`src/rtl/hazard_scoreboard_pkg.sv`:
```
// ---------------------------------------------------------------------------
// hazard_scoreboard_pkg
//   Shared pipeline types for the ID-stage hazard scoreboard.
//   - reg_idx_t : 4-bit architectural register index
//   - slot_t    : one in-flight writeback record {valid, dest, is_load}
//   - SLOTS     : number of tracked stages after ID (EX, MEM, WB)
// ---------------------------------------------------------------------------
package hazard_scoreboard_pkg;

    localparam int SLOTS = 3;

    typedef logic [3:0] reg_idx_t;

    typedef struct packed {
        logic     valid;
        reg_idx_t dest;
        logic     is_load;
    } slot_t;

endpackage

```
`src/rtl/hazard_match_slot.sv`:
```
// ---------------------------------------------------------------------------
// hazard_match_slot
//   Compares one ID source register against one tracker slot.
//   Ports:
//     src        in  source register number read by ID
//     slot_valid in  slot holds a real register writer
//     slot_dest  in  destination register of that writer
//     match      out slot will write the register ID wants to read
// ---------------------------------------------------------------------------
module hazard_match_slot
    import hazard_scoreboard_pkg::*;
(
    input  reg_idx_t src,
    input  logic     slot_valid,
    input  reg_idx_t slot_dest,
    output logic     match
);

    assign match = slot_valid && (slot_dest == src);

endmodule

```
`src/rtl/hazard_scoreboard.sv`:
```
// ---------------------------------------------------------------------------
// hazard_scoreboard
//   Read-after-write hazard detector for the ID stage. A shift tracker follows
//   the register writers sitting in EX (slot0), MEM (slot1) and WB (slot2);
//   ID stalls while any source it uses is still pending in a tracked slot.
//
//   Parameters:
//     SLOTS  number of tracked stages (only 3 is meaningful)
//     CNT_W  width of the saturating stall-cycle counter
//
//   Ports:
//     clk, rst                 clock, synchronous active-high reset
//     freeze                   memory wait: all tracker state holds
//     flush                    branch taken in EX: ID instruction is squashed
//     id_valid                 ID holds a real instruction
//     id_has_src1, id_src1     first source used / its register
//     id_two_src, id_src2      second source used / its register
//     id_wb_en, id_mem_r_en    ID writes a register / ID is a load
//     id_dest                  ID destination register
//     hazard                   combinational stall request to ID
//     stall_count              saturating count of stalled (unfrozen) cycles
//
//   Build option:
//     HAZARD_SCOREBOARD_FWD_EN  forwarding present: only a load sitting in EX
//                               (load-use) can stall ID.
// ---------------------------------------------------------------------------
module hazard_scoreboard
    import hazard_scoreboard_pkg::*;
#(
    parameter int SLOTS = hazard_scoreboard_pkg::SLOTS,
    parameter int CNT_W = 16
) (
    input  logic             clk,
    input  logic             rst,
    input  logic             freeze,
    input  logic             flush,
    input  logic             id_valid,
    input  logic             id_has_src1,
    input  logic             id_two_src,
    input  reg_idx_t         id_src1,
    input  reg_idx_t         id_src2,
    input  logic             id_wb_en,
    input  logic             id_mem_r_en,
    input  reg_idx_t         id_dest,
    output logic             hazard,
    output logic [CNT_W-1:0] stall_count
);

    slot_t            slot_q [SLOTS];
    logic [SLOTS-1:0] match1;
    logic [SLOTS-1:0] match2;
    logic             raw_hazard;
    slot_t            new_entry;

    // One comparator per source per slot.
    for (genvar s = 0; s < SLOTS; s++) begin : g_slot
        hazard_match_slot u_match_src1 (
            .src        (id_src1),
            .slot_valid (slot_q[s].valid),
            .slot_dest  (slot_q[s].dest),
            .match      (match1[s])
        );
        hazard_match_slot u_match_src2 (
            .src        (id_src2),
            .slot_valid (slot_q[s].valid),
            .slot_dest  (slot_q[s].dest),
            .match      (match2[s])
        );
    end

`ifdef HAZARD_SCOREBOARD_FWD_EN
    // Forwarding covers every producer except a load still in EX, whose data
    // only exists after MEM.
    assign raw_hazard = id_valid && slot_q[0].is_load &&
                        ((id_has_src1 && match1[0]) || (id_two_src && match2[0]));

    logic unused_fwd;
    assign unused_fwd = ^{match1[SLOTS-1:1], match2[SLOTS-1:1], slot_q[SLOTS-1].is_load};
`else
    assign raw_hazard = id_valid &&
                        ((id_has_src1 && (|match1)) || (id_two_src && (|match2)));

    // is_load is carried along the tracker but nothing reads it here.
    logic unused_load;
    assign unused_load = slot_q[SLOTS-1].is_load;
`endif

    // A squashed instruction cannot stall anything.
    assign hazard = raw_hazard && !flush;

    // A stalled or squashed instruction enters EX as a bubble.
    always_comb begin
        new_entry         = '0;
        new_entry.valid   = id_valid && id_wb_en && !hazard && !flush;
        new_entry.dest    = id_dest;
        new_entry.is_load = id_mem_r_en;
    end

    always_ff @(posedge clk) begin
        if (rst) begin
            for (int i = 0; i < SLOTS; i++) begin
                slot_q[i] <= '0;
            end
        end else if (!freeze) begin
            slot_q[0] <= new_entry;
            for (int i = 1; i < SLOTS; i++) begin
                slot_q[i] <= slot_q[i-1];
            end
        end
    end

    // Frozen cycles are not counted: the stall is not what holds ID then.
    always_ff @(posedge clk) begin
        if (rst) begin
            stall_count <= '0;
        end else if (hazard && !freeze && (stall_count != '1)) begin
            stall_count <= stall_count + CNT_W'(1);
        end
    end

endmodule

```
`config.mk`:
```
export PLATFORM = sky130hd
export DESIGN_NAME = hazard_scoreboard
export DESIGN_NICKNAME = d
export VERILOG_FILES = /design/src/rtl/hazard_scoreboard_pkg.sv /design/src/rtl/hazard_match_slot.sv /design/src/rtl/hazard_scoreboard.sv
export SDC_FILE = /design/constraint.sdc
export NUM_CORES = 1
export LEC_CHECK = 0
export BUFFER_PORTS_ARGS = -buffer_cell sky130_fd_sc_hd__buf_2
export CAP_MARGIN = 20
export CORE_UTILIZATION = 50
export CTS_BUF_LIST = sky130_fd_sc_hd__clkbuf_2
export CTS_CLUSTER_SIZE = 12
export DETAILED_ROUTE_END_ITERATION = 6
export PLACE_DENSITY = 0.86
export SYNTH_ARGS = -nofsm -noshare
export SYNTH_HDL_FRONTEND = slang
export SYNTH_HIERARCHICAL = 1
export SYNTH_SLANG_ARGS = --single-unit
```
`constraint.sdc`:
```
create_clock -name clk -period 4.1 [get_ports clk]
set_clock_uncertainty 0.05 [all_clocks]
set_input_delay 0.205 -clock clk [delete_from_list [all_inputs] [get_ports clk]]
set_output_delay 0.205 -clock clk [all_outputs]
set_load 0.02 [all_outputs]
```
* Word level (Yosys, flattened, before mapping)
Memory sizes are Yosys's and may differ from the RTL's.
Index checks and enable logic that the tools add are counted.
** Cells by class
- Reductions and logical operators :: 21
- Muxes and demuxes :: 8
- Bitwise logic cells :: 3
- Eq/ne operators :: 7
- $add $sub $neg :: 1
** Operators with widths (count)
- 4-bit == test :: 6
- 6-bit 2-to-1 mux :: 3
- 16-bit by 1-bit adder with 16-bit output (second input constant) :: 1
- 16-bit inequality test (second input constant) :: 1
- 1-bit logical AND :: 15
- 3-bit OR reduction :: 2
- 1-bit 2-to-1 mux :: 5
- 1-bit zero test :: 3
- 1-bit bitwise OR :: 3
- 1-bit logical OR :: 1
** Storage, ports and cells
- Register bits :: 16
- Output and inout port bits :: 17
- Input port bits :: 21
- Memories kept :: 1
- Logic and storage cells :: 42
- RAM bits :: 18
** Memories
- slot_q :: words 3, bits a word 6, read ports 3, clocked after memory_dff 0, wr ports 3, RTL line hazard_scoreboard.sv:49 : slot_t slot_q [SLOTS];

* Logic depth before layout (Yosys ltp)
Gate-level depths: netlist of the first run.
- Depth after elaboration :: 11
- Gate-level depth with buffers :: 8
- Depth with buffers taken out :: 8

* Modules after synthesis
Netlist of the first run, hierarchy kept.
** Modules (own cells, without submodules)
- hazard_scoreboard :: area an instance 1410.1 um^2, times used 1, seq. area each 770.7 um^2, cells an instance 131
- hazard_match_slot :: area an instance 65.1 um^2, times used 6, seq. area each 0.0 um^2, cells an instance 9

* Worst setup path after synthesis of the first run
OpenSTA, ideal clock, no wires.
- Kind :: register -> register
- Start point :: memory slot_q[0][7] in the netlist's numbering
- End point :: register stall_count[5]
- Path buffers :: 0
- Stages on the path, launching flop included :: 8
- Library setup time :: 70 ps
- Required time :: 3980 ps
- Slack :: 1591 ps
- Period minus slack after synthesis :: 2509 ps
- Arrival :: 2390 ps
- Cell sequence :: edfxtp_1 -> a222oi_1 -> nor3b_2 -> o31ai_2 -> a2111oi_4 -> o21ai_4 -> or4_1 -> a21oi_1
** RTL lines
- start, declared :: RTL line hazard_scoreboard.sv:49
- end signal, assigned :: RTL line hazard_scoreboard.sv:117 : stall_count <= stall_count + CNT_W'(1);
- end, declared :: RTL line hazard_scoreboard.sv:46 : output logic [CNT_W-1:0] stall_count

==> results.cfg, run 1 <==
[floorplanning]
core_um2 = 3390
dieHeight_um = 62.0
num_io_pins = 38
die_area_um2 = 3840
die_w_um = 62.0
start_util_pct = 53.1
row_count = 21

[global_routing]
grt_use_total_pct = 20.5
grt_remaining_overflow = 0
antenna_found_initial = 0
grt_max_degree = 24
grt_pass1_vias = 1267
grt_pass1_wl_um = 5690

[yosys]
syn-num-nets = 207
yosysSeqAreaShare_pct = 42.8
synth.distinct_cells = 36
ys_ff_latch = 31
synth_area_um2 = 1800
syn_inst = 185
synth_edf_count = 15
synthFlopType = dfxtp_1
synth_warnings = 6
syn_avg_cell_area_um2 = 9.73
postSynth.asyncResetShare_pct = 0

[job]
cap_viol_max_count = 0

[drt]
drt_iter0_markers = 90
post_drt_wl_per_cell_um = 13.3
ant_nets = 0
vias = 1521
drt_wl_total_um = 3630
drcViolationCount = 0
first_pass_iters = 4
vias_per_cell = 5.59

[critical_path]
cp.arrival_ns = 3.12
critical_path.max_fanout = 10
r2r_slack_ns = 1.22
required_ns = 4.34
ff2ff_path_depth = 7
cp-end-kind = register
start_kind = register
slowest_stage = a2111oi_4
worst_path_largest_cell_delay_ns = 0.68
crit_chain = a222oi_1, nor3b_2, o31ai_2, a2111oi_4, o21ai_4, or4_1, a21oi_1
timing.rr.start = slot_q[0][7]
reg2reg_to = stall_count[5]
worst-setup-path-type = register to register

[layout]
postLayoutCellArea_um2 = 2090
seq_area_um2 = 771
area_growth_pct = 15.8
multi_input_area_um2 = 942
nets = 247
n_antenna_cell = 0
drive_above_1_share_pct = 24.8
mostFrequentLayoutCell = buf_2
fillers = 301
layout_common_cells = buf_2 (36), inv_1 (19), dfxtp_1 (16)

[sta]
setup_tns_ns = 0
maxSlewHeadroom_pct = 53.8
hold_viol = 0
worst_slew_pin_slew_ns = 0.693
finalMaxSlewViolations = 0
fin_crit_sh_pct = 70.3
finalSetupViolations = 0
min_period_ns = 2.88
fmax_mhz = 347
rsz0062_at_grt = false

[power]
leakage_uw = 0.000895
ir_worst_vdd_v = 0.000261
p_per_area_nw_per_um2 = 292

[placed_design]
hpwl_um = 2720
place_area_um2 = 2020
io_buffers = 36
gp_congestion = 0.798

[min_path]
min_from = id_dest[2]
min_to = slot_q[0][3]
min_path_cells = 2
min_path_type = input pin to register

[clocking]
cts_buffer_depth = 2
cts_resized = 0
clock_latency_ns = 0.35
cts_buffers = 5
cts.sinks = 31
cts-root-buf = clkbuf_2
htreeDepth = 2
clk_pin_slew_ns = 0.17
holdBufCountCts = 0
cts_tree = built
cts_setup_buffers = 0

[run_status]
status = finished, final reports clean
-- sequential cells by signal (all words and copies together), names as in the netlist --
| signal | cells |
|---|---|
| slot_q | 15 |
| stall_count | 16 |
-- routing by layer --
metal / global-route usage [%] / wire length (um) / vias up
li1: - / - / 751
met1: 27.6 / 1680 / 712
met2: 31.9 / 1720 / 52
met3: 6.63 / 192 / 6
met4: 5.71 / 35 / 0
met5: 0 / 0 / -
-- area by class of cell --
type	count	area share [%]
timing repair buffer	36	8.64
clock inverter	3	1.86
tap	46	2.76
multi-input combinational	132	45.2
clock buffer	5	1.20
sequential	31	37.0
inverter	19	3.42
-- power by group --
| group | switching (uW) | leakage (uW) | internal (uW) | total, uW |
|---|---|---|---|---|
| combinational | 31.0 | 0.000561 | 27.1 | 58.1 |
| sequential | 11.8 | 0.000294 | 336 | 348 |
| clock | 103 | 0.0000404 | 101 | 203 |
| total | 145 | 0.000895 | 464 | 609 |
-- how the worst max path moves through the flow --
stage,start,to,slack (ns)
after CTS,slot_q[0][1],stall_count[5],1.24
final,slot_q[0][7],stall_count[5],1.22
after detailed placement,slot_q[0][7],stall_count[5],1.25
after floorplan,slot_q[0][7],stall_count[5],1.59
after global routing,slot_q[0][7],stall_count[5],1.07
after global placement,slot_q[0][7],stall_count[5],1.35
-- through the flow --
step / hold slack [ns] / power (uW) / setup WS, ns / util, % / std cells
final: 0.0857 / 609 / 1.22 / 61.5 / 272
after global routing: 0.0447 / 639 / 1.07 / 61.5 / 272
after CTS: 0.0603 / 615 / 1.24 / 61.5 / 272
after detailed placement: 0.438 / 412 / 1.25 / 59.7 / 264
after global placement: 0.432 / 409 / 1.35 / 59.7 / 264
after floorplan: 0.326 / 388 / 1.59 / - / 185
-- cells by family (layout without fill, tap and decap cells) --
logic type / after synthesis / after routing / synth area share, %
XOR/XNOR: 13 / 13 / 6.32
flip-flops: 31 / 31 / 42.8
buffers and inverters: 22 / 63 / 4.86
AO/OA/AOI/OAI: 33 / 33 / 16.3
adder cells (fa/ha/maj): 1 / 1 / 0.695
multiplexers: 1 / 1 / 0.556
AND/OR/NAND/NOR: 84 / 84 / 28.4
-- Yosys cell counts, types with 6 or more instances --
library cell,count,area share (%)
nor3b_2,6,4.2
or2b_1,6,2.5
xor2_1,13,6.3
edfxtp_1,15,25
a222oi_1,6,3.3
dfxtp_1,16,18
nand2b_1,7,2.4
nor2_1,13,2.7
and2_1,14,4.9
o21ai_0,7,1.9
inv_1,19,4.0
or4_1,6,2.5
nand2_1,12,2.5
o2111ai_1,9,4.4
-- critical path: cells and delay by family, from the launching register on --
family,cells,cell delay [ns]
flip-flops,1,0.48
AO/OA/AOI/OAI,5,1.54
AND/OR/NAND/NOR,2,0.77
Power figures use the tool's default switching activity.
==> run 2, diff against run 1 <==
clock period = 2.9 ns   (was 4.1 ns; I/O delays follow)
==> results.cfg, run 2 (synthesized netlist as in run 1, its figures left out) <==
[critical_path]
worst_path_largest_cell_delay_ns = 0.48
crit_chain = a222oi_1, nor3b_2, o31ai_2, a2111oi_4, buf_4, o21ai_4, or4_1, a21oi_1
slowest_stage = or4_1
cp-endpoint = stall_count[5]
required_ns = 3.14
r2r_slack_ns = 0.25
reg2reg_to = stall_count[5]
crit_cells = 8
start_kind = register
ff2ff_path_depth = 8
timing.rr.start = slot_q[0][7]
cp-end-kind = register
crit_start = slot_q[0][7]
worst-setup-path-type = register to register
crit_buf_inv = 1
critical_path.max_fanout = 10
critPathTopFamily = compound AO/OA/AOI/OAI gates
cp.arrival_ns = 2.89

[layout]
largest_reg_flops = 16
n_antenna_cell = 0
reg_top3 = stall_count: 16 flops, slot_q: 15 flops
mostFrequentLayoutCell = buf_2
drive_above_1_share_pct = 25.1
area_growth_pct = 17.2
layout_common_cells = buf_2 (36), inv_1 (19), dfxtp_1 (16)
regMostFlops = stall_count
nets = 252

[clocking]
cts_resized = 0
holdBufCountCts = 4
cts_tree = built
cts_buffers = 5
htreeDepth = 2
cts.sinks = 31
cts-root-buf = clkbuf_2
cts_buffer_depth = 2
clk_pin_slew_ns = 0.16
cts_setup_buffers = 0
clock_latency_ns = 0.37

[power]
total_power_uw = 782
p_per_area_nw_per_um2 = 371
leakage_uw = 0.000910
ir_worst_vdd_v = 0.000222

[global_routing]
grt_pass1_wl_um = 5650
grt_remaining_overflow = 0
grt_use_total_pct = 20.6
grt_max_degree = 24
grt_pass1_vias = 1280
antenna_found_initial = 0

[drt]
ant_nets = 0
vias = 1503
drcViolationCount = 0
vias_per_cell = 5.43
drt_wl_total_um = 3580
post_drt_wl_per_cell_um = 12.9
drt_iter0_markers = 78
first_pass_iters = 4

[floorplanning]
core_um2 = 3390
dieHeight_um = 62.0
start_util_pct = 53.1
row_count = 21
die_w_um = 62.0
die_area_um2 = 3840
num_io_pins = 38

[sta]
min_period_ns = 2.65
setup_tns_ns = 0
maxSlewHeadroom_pct = 52.2
finalMaxSlewViolations = 0
holdWs_ns = 0.0373
fmax_mhz = 377
rsz0062_at_grt = false
finalSetupViolations = 0
layout_setup_ws_ns = 0.245
fin_crit_sh_pct = 91.5
worst_slew_pin_slew_ns = 0.717
hold_viol = 0

[run_status]
status = finished, final reports clean

[placed_design]
gp_congestion = 0.831
hpwl_um = 2620
io_buffers = 36
dp_slack_ns = 0.324

[min_path]
min_path_type = input pin to register

[job]
cap_viol_max_count = 0
run 2: worst min-delay path by stage:
stage,startpoint,end,slack [ns],cells past startpoint
detailed placement,id_dest[2],slot_q[0][3],0.37,2
floorplan,rst,stall_count[13],0.27,2
finish,id_wb_en,slot_q[0][5],0.04,2
CTS,id_wb_en,slot_q[0][5],0.01,2
global route,id_wb_en,slot_q[0][5],0.007,2
global placement,id_dest[1],slot_q[0][2],0.37,2
run 2: through the flow:
step | utilization, % | cells | instance area [um^2]
after floorplan | - | 185 | 1800
after global placement | 59.9 | 265 | 2030
after detailed placement | 59.9 | 265 | 2030
after CTS | 62.2 | 277 | 2110
after global routing | 62.2 | 277 | 2110
final | 62.2 | 277 | 2110
run 2: where the power goes:
part           internal, uW  leakage (uW)  switching, uW  total [uW]
sequential              475      0.000294           14.9         490
combinational          42.0      0.000583           43.9        85.9
clock                  71.2     0.0000332            136         207
run 2: layout make-up:
| cell class | count | area, um^2 |
|---|---|---|
| clock buffer | 8 | 40.0 |
| fill | 298 | 1280 |
| inverter | 19 | 71.3 |
| multi-input combinational | 132 | 942 |
| sequential | 31 | 771 |
| tap | 46 | 57.6 |
| timing repair buffer | 41 | 228 |
run 2: worst reg2reg max path: stages, from the launching register on:
cell and delay (ns):
edfxtp_1 0.47, a222oi_1 0.37, nor3b_2 0.25, o31ai_2 0.13, a2111oi_4 0.35, buf_4 0.22
o21ai_4 0.11, or4_1 0.48, a21oi_1 0.15
run 2: routing by layer:
metal / wire (um) / track usage [%] / up-vias
li1: - / - / 763
met1: 1700 / 27.8 / 687
met2: 1650 / 31.3 / 48
met3: 187 / 5.59 / 5
met4: 37 / 8.25 / 0
met5: 0 / 0 / -
==> run 3, diff against run 2 <==
ABC_AREA = 1   (was default)
PLACE_DENSITY = 0.84   (was 0.86)
RECOVER_POWER = 25   (was default)
==> results.cfg, run 3 <==
[yosys]
synth.most_common_cell = nand2_1
synthFlopType = dfxtp_1
synth_area_um2 = 2240
synth.distinct_cells = 29
synth_top_area_share_pct = 20.1
syn-num-nets = 356
synth_edf_count = 15
yosysSeqAreaShare_pct = 34.4
synth_warnings = 6
postSynth.asyncResetShare_pct = 0
synth_area_leaders = edfxtp_1 (20%), dfxtp_1 (14%), nand2_1 (13%)
ys_ff_latch = 31
syn_avg_cell_area_um2 = 6.72
synth_common_cells = nand2_1 (79), inv_1 (69), nor2_1 (41)
yosysTopAreaCell = edfxtp_1
syn_inst = 334

[min_path]
min_to = slot_q[0][3]
min_path_cells = 3
min_from = id_dest[2]
min_path_type = input pin to register

[clocking]
htreeDepth = 2
clock_latency_ns = 0.39
cts_buffer_depth = 2
clk_pin_slew_ns = 0.18
cts.sinks = 31
cts-root-buf = clkbuf_2
cts_resized = 0
cts_tree = built
holdBufCountCts = 0
cts_setup_buffers = 0
cts_buffers = 5

[floorplanning]
die_area_um2 = 4760
core_um2 = 4140
die_w_um = 69.0
start_util_pct = 54.1
dieHeight_um = 69.0
row_count = 23
num_io_pins = 38

[critical_path]
required_ns = 3.17
reg2reg_to = stall_count[15]
worst-setup-path-type = register to register
ff2ff_path_depth = 11
r2r_slack_ns = 0.81
slowest_stage = edfxtp_1
crit_chain = a21oi_1, nand3_1, nor2_1, nor2_1, nand2_1, nand2_1, nand2_1, nand3_2, nor2_4, nand2_1, a21oi_1
crit_buf_inv = 0
worst_path_largest_cell_delay_ns = 0.48
cp-end-kind = register
start_kind = register
timing.rr.start = slot_q[0][7]
cp.arrival_ns = 2.36
crit_top_cell = nand2_1
critical_path.max_fanout = 15
critPathTopFamily = simple AND/OR/NAND/NOR gates

[run_status]
status = finished, final reports clean

[global_routing]
grt_pass1_vias = 1838
grt_max_degree = 17
grt_use_total_pct = 22.8
antenna_found_initial = 0
grt_remaining_overflow = 0
grt_pass1_wl_um = 7840

[drt]
post_drt_wl_per_cell_um = 11.0
drt_iter0_markers = 111
vias = 2084
first_pass_iters = 5
drt_wl_total_um = 4700
drcViolationCount = 0
vias_per_cell = 4.89
ant_nets = 0

[layout]
n_antenna_cell = 0
mostFrequentLayoutCell = nand2_1
seq_area_um2 = 771
multi_input_area_um2 = 1170
fillers = 401
layout_common_cells = nand2_1 (79), inv_1 (69), nor2_1 (41)
regMostFlops = stall_count
area_growth_pct = 12.9
largest_reg_flops = 16
drive_above_1_share_pct = 19.4
reg_top3 = stall_count: 16 flops, slot_q: 15 flops
stdcell_count = 426
nets = 397

[power]
ir_worst_vdd_v = 0.000212
total_power_uw = 895
leakage_uw = 0.00123
p_per_area_nw_per_um2 = 353

[sta]
worst_slew_pin_slew_ns = 0.877
min_period_ns = 2.09
finalMaxSlewViolations = 0
fin_crit_sh_pct = 72.2
rsz0062_at_grt = false
finalSetupViolations = 0
holdWs_ns = 0.0227
hold_viol = 0
fmax_mhz = 478
maxSlewHeadroom_pct = 41.5
setup_tns_ns = 0

[placed_design]
gp_congestion = 0.882
hpwl_um = 3400
dpl.cell_count = 416
io_buffers = 36

[job]
cap_viol_max_count = 0
## run 3: changes by cell type in the layout (fill, tap and decap cells not counted), sizes merged, moves of 7 or more
cell | previous run | this run
a21oi | 4 | 19
and2 | 15 | 0
inv | 19 | 70
nand2 | 12 | 90
nand2b | 7 | 0
nand3 | 3 | 20
nor2 | 13 | 48
o2111ai | 9 | 0
o21ai | 8 | 17
or2 | 1 | 18
xor2 | 13 | 5
## run 3: per-stage QoR
stage / area [um^2] / worst slack [ns] / util [%]
4_1_cts: 2510 / 0.797 / 60.7
3_3_place_gp: 2450 / 0.935 / 59.1
2_1_floorplan: 2240 / 1.19 / -
5_1_grt: 2530 / 0.561 / 61.1
3_5_place_dp: 2450 / 0.833 / 59.1
6_report: 2530 / 0.807 / 61.1
## run 3: logic make-up (layout without fill, tap and decap cells)
logic type               after synthesis  count (layout)  share of synthesized area [%]
AO/OA/AOI/OAI                         36              36                           9.54
XOR/XNOR                               7               7                           2.73
adder cells (fa/ha/maj)                1               1                          0.558
flip-flops                            31              31                           34.4
AND/OR/NAND/NOR                      184             184                           39.2
buffers and inverters                 75             117                           13.7
## run 3: worst max-delay path by stage
stage	start	to	slack, ns	cells after the start
6_report	slot_q[0][7]	stall_count[15]	0.81	11
3_3_place_gp	slot_q[0][3]	stall_count[8]	0.94	13
5_1_grt	slot_q[0][9]	stall_count[15]	0.56	13
3_5_place_dp	slot_q[0][3]	stall_count[15]	0.83	13
2_1_floorplan	stall_count[1]	stall_count[10]	1.19	9
4_1_cts	slot_q[0][7]	stall_count[15]	0.80	11
## run 3: cell type report
class,instances,share of cell area (%)
Clock buffer,5,0.988
Sequential cell,31,30.4
Multi-Input combinational cell,228,46.0
Timing Repair Buffer,39,8.15
Clock inverter,3,1.53
Inverter,70,10.4
Tap cell,50,2.47
## run 3: tightest hold or removal path, cell delays in order
cell and delay, ns:
buf_2 0.07, inv_1 0.03, nor2_1 0.08
## run 3: report_power, final
group,internal (uW),switching [uW]
Combinational,40.0,62.8
Clock,142,164
Sequential,475,11.7
## run 3: routing by layer
| layer | wire length (um) | vias to the layer above | GRT usage [%] | part of all wire [%] |
|---|---|---|---|---|
| li1 | - | 1105 | - | - |
| met5 | 0 | - | 0 | 0 |
| met4 | 60 | 0 | 8.93 | 1.3 |
| met3 | 243 | 4 | 5.92 | 5.2 |
| met1 | 2280 | 922 | 29.5 | 48 |
| met2 | 2120 | 53 | 35.9 | 45 |
